[config.mk]
export PLATFORM = sky130hd
export DESIGN_NAME = sdp_ram
export DESIGN_NICKNAME = d
export VERILOG_FILES = /design/src/rtl/sdp_ram_pkg.sv /design/src/rtl/sdp_ram_init_seq.sv /design/src/rtl/sdp_ram.sv
export SDC_FILE = /design/constraint.sdc
export NUM_CORES = 1
export LEC_CHECK = 0
export CORE_MARGIN = 1.5
export CORE_UTILIZATION = 35
export DETAILED_ROUTE_END_ITERATION = 10
export DONT_BUFFER_PORTS = 1
export HOLD_SLACK_MARGIN = 0.06
export PLACE_DENSITY = 0.45
export SYNTH_ARGS = -nofsm -noshare
export SYNTH_HDL_FRONTEND = slang
export SYNTH_SLANG_ARGS = --single-unit
[constraint.sdc]
create_clock -name CLK -period 5 [get_ports CLK]
set_input_delay 1.5 -clock CLK [delete_from_list [all_inputs] [get_ports CLK]]
set_output_delay 1.5 -clock CLK [all_outputs]
set_load 0.03 [all_outputs]
[src/rtl/sdp_ram_pkg.sv]
// rtl/sdp_ram_pkg.sv - shared types and helpers for the simple-dual-port RAM
package sdp_ram_pkg;

  typedef enum logic {
    RDW_READ_OLD    = 1'b0,
    RDW_WRITE_FIRST = 1'b1
  } rdw_mode_e;

  typedef enum logic {
    INIT  = 1'b0,
    READY = 1'b1
  } init_state_e;

  function automatic int lanes(input int width, input int strb);
    return width / strb;
  endfunction

endpackage

[src/rtl/sdp_ram_init_seq.sv]
// rtl/sdp_ram_init_seq.sv - post-reset clear sequencer, one location per cycle
module sdp_ram_init_seq
  import sdp_ram_pkg::*;
#(
  parameter int DEPTH = 12,
  parameter int AW    = 4
) (
  input  logic          clk,
  input  logic          rst_n,
  output logic          clr_we,
  output logic [AW-1:0] clr_addr,
  output logic          init_done
);

  init_state_e   state_q, state_d;
  logic [AW-1:0] cnt_q, cnt_d;

  always_ff @(posedge clk or negedge rst_n) begin
    if (!rst_n) begin
      state_q <= INIT;
      cnt_q   <= '0;
    end else begin
      state_q <= state_d;
      cnt_q   <= cnt_d;
    end
  end

  always_comb begin
    state_d = state_q;
    cnt_d   = cnt_q;
    if (state_q == INIT) begin
      if (cnt_q == AW'(DEPTH - 1)) state_d = READY;
      else                         cnt_d   = cnt_q + AW'(1);
    end
  end

  always_comb begin
    clr_we    = (state_q == INIT);
    clr_addr  = cnt_q;
    init_done = (state_q == READY);
  end

endmodule

[src/rtl/sdp_ram.sv]
// rtl/sdp_ram.sv - simple-dual-port RAM with byte strobes, selectable read latency and RDW policy
module sdp_ram
  import sdp_ram_pkg::*;
#(
  parameter int                 WIDTH      = 32,
  parameter int                 DEPTH      = 12,
  parameter int                 STRB_WIDTH = 8,
  parameter int                 RD_LATENCY = 1,
  parameter rdw_mode_e          RDW_MODE   = RDW_READ_OLD,
  parameter logic [WIDTH-1:0]   INIT_VALUE = '0,
  localparam int                LANES      = lanes(WIDTH, STRB_WIDTH),
  localparam int                AW         = (DEPTH > 1) ? $clog2(DEPTH) : 1
) (
  input  logic             CLK,
  input  logic             RST_N,
  output logic             INIT_DONE,
  input  logic             WR_EN,
  input  logic [AW-1:0]    WR_ADDR,
  input  logic [WIDTH-1:0] WR_DATA,
  input  logic [LANES-1:0] WR_STRB,
  input  logic             RD_EN,
  input  logic [AW-1:0]    RD_ADDR,
  output logic [WIDTH-1:0] RD_DATA,
  output logic             RD_VALID
);

  if (WIDTH % STRB_WIDTH != 0) begin : g_chk_width
    $error("sdp_ram: WIDTH must be a multiple of STRB_WIDTH");
  end
  if (RD_LATENCY != 1 && RD_LATENCY != 2) begin : g_chk_lat
    $error("sdp_ram: RD_LATENCY must be 1 or 2");
  end

  logic          clr_we;
  logic [AW-1:0] clr_addr;

  sdp_ram_init_seq #(.DEPTH(DEPTH), .AW(AW)) u_init_seq (
    .clk       (CLK),
    .rst_n     (RST_N),
    .clr_we    (clr_we),
    .clr_addr  (clr_addr),
    .init_done (INIT_DONE)
  );

  logic [WIDTH-1:0] mem_q [DEPTH];

  logic             wr_ok, rd_ok, rd_in_range;
  logic             arr_we;
  logic [AW-1:0]    arr_addr;
  logic [WIDTH-1:0] arr_data;
  logic [LANES-1:0] arr_strb;
  logic [WIDTH-1:0] rd_word;

  // Range checks widen by one bit so a power-of-two DEPTH still compares correctly.
  always_comb begin
    wr_ok       = INIT_DONE & WR_EN & ({1'b0, WR_ADDR} < (AW+1)'(DEPTH));
    rd_ok       = INIT_DONE & RD_EN;
    rd_in_range = ({1'b0, RD_ADDR} < (AW+1)'(DEPTH));
  end

  always_comb begin
    if (clr_we) begin
      arr_we   = 1'b1;
      arr_addr = clr_addr;
      arr_data = INIT_VALUE;
      arr_strb = '1;
    end else begin
      arr_we   = wr_ok;
      arr_addr = WR_ADDR;
      arr_data = WR_DATA;
      arr_strb = WR_STRB;
    end
  end

  always_ff @(posedge CLK) begin
    if (arr_we) begin
      for (int i = 0; i < LANES; i++) begin
        if (arr_strb[i]) mem_q[arr_addr][i*STRB_WIDTH +: STRB_WIDTH] <= arr_data[i*STRB_WIDTH +: STRB_WIDTH];
      end
    end
  end

  always_comb begin
    rd_word = '0;
    if (rd_in_range) begin
      rd_word = mem_q[RD_ADDR];
      if (RDW_MODE == RDW_WRITE_FIRST && wr_ok && WR_ADDR == RD_ADDR) begin
        for (int i = 0; i < LANES; i++) begin
          if (WR_STRB[i]) rd_word[i*STRB_WIDTH +: STRB_WIDTH] = WR_DATA[i*STRB_WIDTH +: STRB_WIDTH];
        end
      end
    end
  end

  logic             v1_q, v1_d;
  logic [WIDTH-1:0] d1_q, d1_d;

  always_comb begin
    v1_d = rd_ok;
    d1_d = rd_ok ? rd_word : d1_q;
  end

  always_ff @(posedge CLK or negedge RST_N) begin
    if (!RST_N) begin
      v1_q <= 1'b0;
      d1_q <= '0;
    end else begin
      v1_q <= v1_d;
      d1_q <= d1_d;
    end
  end

  if (RD_LATENCY == 2) begin : g_lat2
    logic             v2_q, v2_d;
    logic [WIDTH-1:0] d2_q, d2_d;

    always_comb begin
      v2_d = v1_q;
      d2_d = v1_q ? d1_q : d2_q;
    end

    always_ff @(posedge CLK or negedge RST_N) begin
      if (!RST_N) begin
        v2_q <= 1'b0;
        d2_q <= '0;
      end else begin
        v2_q <= v2_d;
        d2_q <= d2_d;
      end
    end

    assign RD_VALID = v2_q;
    assign RD_DATA  = d2_q;
  end else begin : g_lat1
    assign RD_VALID = v1_q;
    assign RD_DATA  = d1_q;
  end

endmodule

=== Yosys cells after proc, flatten, opt, wreduce, memory -nomap -nowiden ===
Memories as Yosys holds them, arrays and structs flattened.
Index checks and enable logic that the tools add are counted.

* Bits in writable memories: 384
* Register bits: 38
* Logic and storage cells: 34
* Output and inout port bits: 34
* Bits of input ports: 48
* Memories: 1
* Bits in latches: 0
* Memory bits (read-only): 0

{| class="wikitable"
|+ Memories
! name !! words !! width !! read ports !! clocked after Yosys merged registers in !! wr ports !! RTL line !! RTL
|-
| mem_q || 12 || 32 || 1 || 0 || 1 || sdp_ram.sv:45 || <nowiki>logic [WIDTH-1:0] mem_q [DEPTH];</nowiki>
|}

* Multiply operators: 0
* Add/subtract/negate cells: 1
* Multiplexer cells: 19
* Shift operators: 0
* Bitwise operators: 5
* Div/mod/pow operators: 0
* Reductions and logical operators: 1
* Magnitude comparators: 2
* Equal/unequal tests: 1

{| class="wikitable"
|+ Operator list
! kind !! count
|-
| $mux W32 || 2
|-
| $mux W1 || 15
|-
| $lt A4 B4 Y1 const B || 2
|-
| $mux W4 || 2
|-
| $add A4 B1 Y4 const B || 1
|-
| $eq A4 B4 Y1 const B || 1
|-
| $and A1 B1 Y1 || 3
|-
| $not A1 Y1 || 2
|-
| $reduce_and A2 Y1 || 1
|}

=== Longest topological paths before layout ===
* Word-level depth: 5
* Gate-level depth with buffers: 8
* Gate-level depth less buffers: 4

=== Modules after synthesis ===
A second synthesis with hierarchy kept.

* Cells, all modules: 1010
* Area total of the unflattened synthesis: 16724.8 um^2

{| class="wikitable"
|+ By module, submodules not included
! module !! sequential area each (um^2) !! cells each !! area each (um^2) !! times used
|-
| sdp_ram || 12356.9 || 988 || 16473.3 || 1
|-
| sdp_ram_init_seq || 125.1 || 22 || 251.5 || 1
|}

=== Least setup slack after synthesis ===
No wires, ideal clock.

* Path kind: input to register
* Start: in RD_ADDR[0]
* End: reg d1_q[10] (netlist: RD_DATA[10])
* Path buffers: 3
* Slack: 1969 ps
* Required time: 4878 ps
* Library setup time: 122 ps
* Cell stages on the path: 7
* Arrival time: 2910 ps
* Path through: buf_2 -> buf_6 -> buf_2 -> mux2i_1 -> nor2_1 -> or4_1 -> a32o_1

* Word-level cells in the longest chain between the ends: 2
* Elaborated cells on any way between the ends: 3
* Classes of those cells: order compare (1); mux (1); memory (1)

{| class="wikitable"
|+ RTL lines
! item !! RTL line !! RTL
|-
| start: declaration || sdp_ram.sv:22 || <nowiki>input logic [AW-1:0] RD_ADDR,</nowiki>
|-
| $mem_v2 Z12 W32 / $lt A4 B4 Y1 (equally long branches) || n/a ||
|-
| $mux W32 (*) || sdp_ram.sv:85 || <nowiki>if (rd_in_range) begin</nowiki>
|-
| end signal: assignment || sdp_ram.sv:106 || <nowiki>d1_q <= '0;</nowiki>
|-
| end signal: assignment || sdp_ram.sv:109 || <nowiki>d1_q <= d1_d;</nowiki>
|-
| end: declaration || sdp_ram.sv:96 || <nowiki>logic [WIDTH-1:0] d1_q, d1_d;</nowiki>
|}

Every way passes the cells marked *; elsewhere a longest branch is shown, timed or not.
A chain may end at the register's enable or synchronous reset.

=== Final worst setup path ===
* Start: reg u_init_seq.state_q (netlist: u_init_seq.init_done)
* End: out INIT_DONE

{| class="wikitable"
|+ RTL lines
! item !! RTL line !! RTL
|-
| start: declaration || sdp_ram_init_seq.sv:15 || <nowiki>init_state_e state_q, state_d;</nowiki>
|-
| start signal: assignment || sdp_ram_init_seq.sv:23 || <nowiki>state_q <= state_d;</nowiki>
|-
| end: declaration || sdp_ram.sv:16 || <nowiki>output logic INIT_DONE,</nowiki>
|}

No word-level cell between the ends.

==> results.md <==
Outcome:
- The flow ran to the end, and the final reports show no timing, DRC or antenna violations.

Global routing:
- The total congestion overflow is 0.
- The overall track demand over capacity in global routing is 0.176.
- The number of global-route vias before repair is 9022.
- The number of antenna violations at the first check in global routing is 1.
- The largest net degree at the start of global routing is 193.
- The first global-routing pass estimated 62200 µm of wire.

Timing:
- Setup violations remaining at the end of the flow were counted as 0.
- In this run the tightest slew margin relative to its limit is 0.332.
- At the pin with the least slew margin, the transition time is 1.00 ns.
- Across the routed clock network, the largest skew measured is 0.0127 ns.
- Subtracting the final worst setup slack from the clock period gives 2.90 ns.
- Adding up every negative setup slack in the final design gives 0 ns.
- Setup repair after global routing left no endpoint under its margin.
- The number of failing hold endpoints at the final stage came to 0.
- The max-slew violation count is 0.
- The post-route clock period utilization is 0.579.
- The tightest hold path in the finished design has a slack of 0.573 ns.
- The highest clock rate is 345 MHz.

Logic synthesis:
- The mean instance size in the synthesized netlist is 16.6 µm².
- The total nets after synthesis is 1051.
- The cell area that synthesis handed to floorplanning was 0.0167 mm².
- The share of synthesized area in the top cell type comes to 0.691.
- In the post-synthesis netlist, the biggest area contributors are edfxtp_1, mux2i_1, dfrtp_1.
- The sequential share of the synthesized area is 0.748.
- The number of library cell types mapped by synthesis is 34.
- The post-synthesis sequential element count is 422.
- For this run, the number of Yosys warnings is 0.
- Synthesis handed over a netlist of 1002 instances.
- The largest total area in the synthesized netlist belongs to edfxtp_1.

Die:
- 82 I/O pins were placed.
- After floorplanning, the core was divided into 79 placement rows.
- The x dimension of the die is 221 µm.
- The die is 221 µm tall.
- For this configuration, the core starts out at a cell density of 0.357.
- The total area inside the core boundary comes to 0.0468 mm².
- The die covers 0.0490 mm².

Critical path:
- The data arrival time of the critical path is 1.40 ns.
- STA classifies the critical path endpoint as an output port.
- STA puts the critical path data required time at 3.50 ns.
- The highest-delay cell along the critical path is buf_4.
- Setup slack on the worst reg-to-reg path comes out at 2.16 ns.
- Walking the worst path, the cells encountered are buf_4.
- The cell type group with the largest total delay on the critical path is buffers and inverters.
- The buffering stage count on the worst path with inverters included is 1.
- The number of cells on the worst reg-to-reg path is 5.
- The cell count along the critical path is 1.
- For this run, the slowest stage of the critical path takes 0.46 ns.
- The most critical setup path has its startpoint at u_init_seq.init_done$_DFF_PN0_.
- The maximum net fanout on the critical path is 44.
- The endpoint of the worst register-to-register path is mem_q[11][18]$_DFFE_PP_.
- The startpoint identified for the worst register-to-register timing path is u_init_seq.init_done$_DFF_PN0_.
- STA classifies the critical path startpoint as a register.
- In this run the worst setup path terminates at INIT_DONE.
- The category of the critical setup timing path is reg2out.

Layout:
- After filler insertion, the fill cell instance count of the layout stands at 4244.
- 0 antenna diodes ended up in the layout.
- After routing the design area is 0.0187 mm².
- The synthesis-to-finish area growth is 12.3%.
- The total number of nets in the final design is 1050.
- Of the cells placed in the final design, the portion with a size suffix greater than 1 is 0.0851.

Pwr:
- The power density normalized to cell area is 413 mW/mm².
- For this design the static power due to leakage is 0.00646 µW.
- IR analysis of the VDD net gives a maximum drop of 229 µV.
- For this design the total switching power over the nets is 1650 µW.
- The design draws 7730 µW.
- The combinational cell fraction of total power is 0.040.
- The internal portion of the total power is 6090 µW.
- The switching part of the total is 0.213.
- Of the total power, the clock network draws 0.444.
- The sequential power share is 0.516.

Clock tree:
- Clock tree synthesis found a total of 422 sinks.
- The root buffer cell chosen for the clock tree is clkbuf_16.
- The insertion delay of the later-clocked pin in the worst-skew pair is 0.57 ns.
- After clock tree synthesis, the clock-pin slew on the worst setup and hold paths is 0.06 ns.
- TritonCTS built the clock tree.
- The maximum buffer depth of the clock tree is 3.
- The post-CTS setup buffer count is 0.
- The number of H-tree levels is 2.
- The number of hold buffers added after CTS was 0.
- After clock tree synthesis, the repair step resized 0 gates.
- Clock tree synthesis inserted a total of 45 buffers.

Detailed routing:
- The detailed-route vias per instance is 5.18.
- The antenna violation net count after detailed routing is 0.
- The total number of vias is 8506.
- Before antenna repair, the detailed router went through 5 iterations.
- The wire length after detailed routing is 42800 µm.
- The final routed DRC violation total is 0.
- The number of violations reported at the end of detailed-routing iteration 0 is 493.
- The routed wire length per instance is 26.1 µm.

Placed design:
- The congestion estimate from routability-driven global placement came to 0.745.
- The wire-length estimate of the detail-placed layout is 26900 µm.
- The placed instances occupy a cell area of 0.0172 mm².
- The number of buffer cells added on primary ports is 0.

Run:
- The tool flagged a number of max-cap violations equal to 0.

Worst hold path:
- The worst hold-check path type is reg2reg.
## final cells by class
| type | count | area (µm²) | share of cell area |
|---|---|---|---|
| Clock buffer | 59 | 1230 | 0.0656 |
| Timing Repair Buffer | 13 | 97.6 | 0.00521 |
| Tap cell | 607 | 759 | 0.0406 |
| Multi-Input combinational cell | 513 | 3850 | 0.206 |
| Inverter | 6 | 22.5 | 0.00120 |
| Clock inverter | 21 | 279 | 0.0149 |
| Sequential cell | 422 | 12500 | 0.667 |
## power by group through the flow
stage,clock [µW],combinational [µW],sequential [µW]
final,3440,310,3990
after detailed placement,0,316,4070
after global routing,3640,333,3990
after global placement,0,314,4070
after floorplan,0,243,4040
after CTS,3500,317,3990
## cells in the mapped netlist, drive strengths merged
| library cell | count |
|---|---|
| dfrtp | 38 |
| a21boi | 1 |
| ha | 1 |
| or3 | 1 |
| nand2 | 17 |
| o22ai | 33 |
| o31ai | 1 |
| a31o | 1 |
| mux2i | 192 |
| nor2b | 3 |
| nand3 | 1 |
| a21oi | 6 |
| xnor2 | 2 |
| a32o | 34 |
| or2 | 2 |
| a22oi | 32 |
| and2 | 33 |
| o21ai | 1 |
| or4 | 32 |
| clkinv | 1 |
| clkbuf | 31 |
| nor2 | 113 |
| nand2b | 3 |
| inv | 5 |
| o32ai | 1 |
| edfxtp | 384 |
| mux2 | 1 |
| buf | 30 |
| a22o | 1 |
| a31oi | 1 |
## worst register-to-register path, cell delays in order (launching register included)
cell and delay, ns:
dfrtp_2 0.36, buf_4 0.46, nor2b_1 0.25, a32o_1 0.22, nand2_1 0.41, nor2_1 0.77
## how the worst min path moves through the flow
stage | from | end | slack, ns | depth (start not counted)
floorplan | u_init_seq.clr_addr[3]$_DFFE_PN0P_ | u_init_seq.clr_addr[3]$_DFFE_PN0P_ | 0.51 | 1
detailed placement | u_init_seq.clr_addr[3]$_DFFE_PN0P_ | u_init_seq.clr_addr[3]$_DFFE_PN0P_ | 0.57 | 1
finish | u_init_seq.clr_addr[3]$_DFFE_PN0P_ | u_init_seq.clr_addr[3]$_DFFE_PN0P_ | 0.57 | 1
global route | RST_N | RD_DATA[10]$_DFFE_PN0P_ | 0.60 | 0
CTS | u_init_seq.clr_addr[3]$_DFFE_PN0P_ | u_init_seq.clr_addr[3]$_DFFE_PN0P_ | 0.58 | 1
global placement | u_init_seq.clr_addr[3]$_DFFE_PN0P_ | u_init_seq.clr_addr[3]$_DFFE_PN0P_ | 0.55 | 1
## state kept, by name, summed over array words and instances, names as in the netlist
register              count
mem_q                   384
RD_DATA                  32
u_init_seq.clr_addr       4
RD_VALID                  1
u_init_seq.init_done      1
## logic make-up (layout without fill, tap and decap cells)
group,count (synthesis),count (layout),synth area share
compound gates,112,112,0.0521
xor+xnor,2,2,0.00105
fa+ha+maj,1,1,0.000750
buf+inv,67,99,0.0220
flops,422,422,0.748
mux,193,193,0.116
simple gates,205,205,0.0597
## cell usage in the layout (no fill, tap or decap), drive strengths merged, types with 2 or more instances in the layout
cell      n
a21oi     6
a22oi    32
a32o     34
and2     33
buf      13
bufinv    7
clkbuf   59
clkinv   14
dfrtp    38
edfxtp  384
inv       5
mux2i   192
nand2    17
nand2b    3
nor2    113
nor2b     3
o22ai    33
or2       2
or4      32
xnor2     2
## through the flow
stage,cells,utilization,worst slack [ns]
floorplan,1002,-,1.97
finish,1641,0.400,2.10
global placement,1561,0.368,1.65
detailed placement,1561,0.368,1.59
CTS,1641,0.400,2.04
global route,1641,0.400,2.02
## routing by layer
metal,track usage,vias to the layer above,part of all wire
li1,-,3911,-
met1,0.232,4340,0.45
met2,0.291,192,0.48
met3,0.0317,61,0.044
met4,0.0616,2,0.027
met5,0,-,0.00019
No activity file was read; power rests on OpenSTA's default activity.
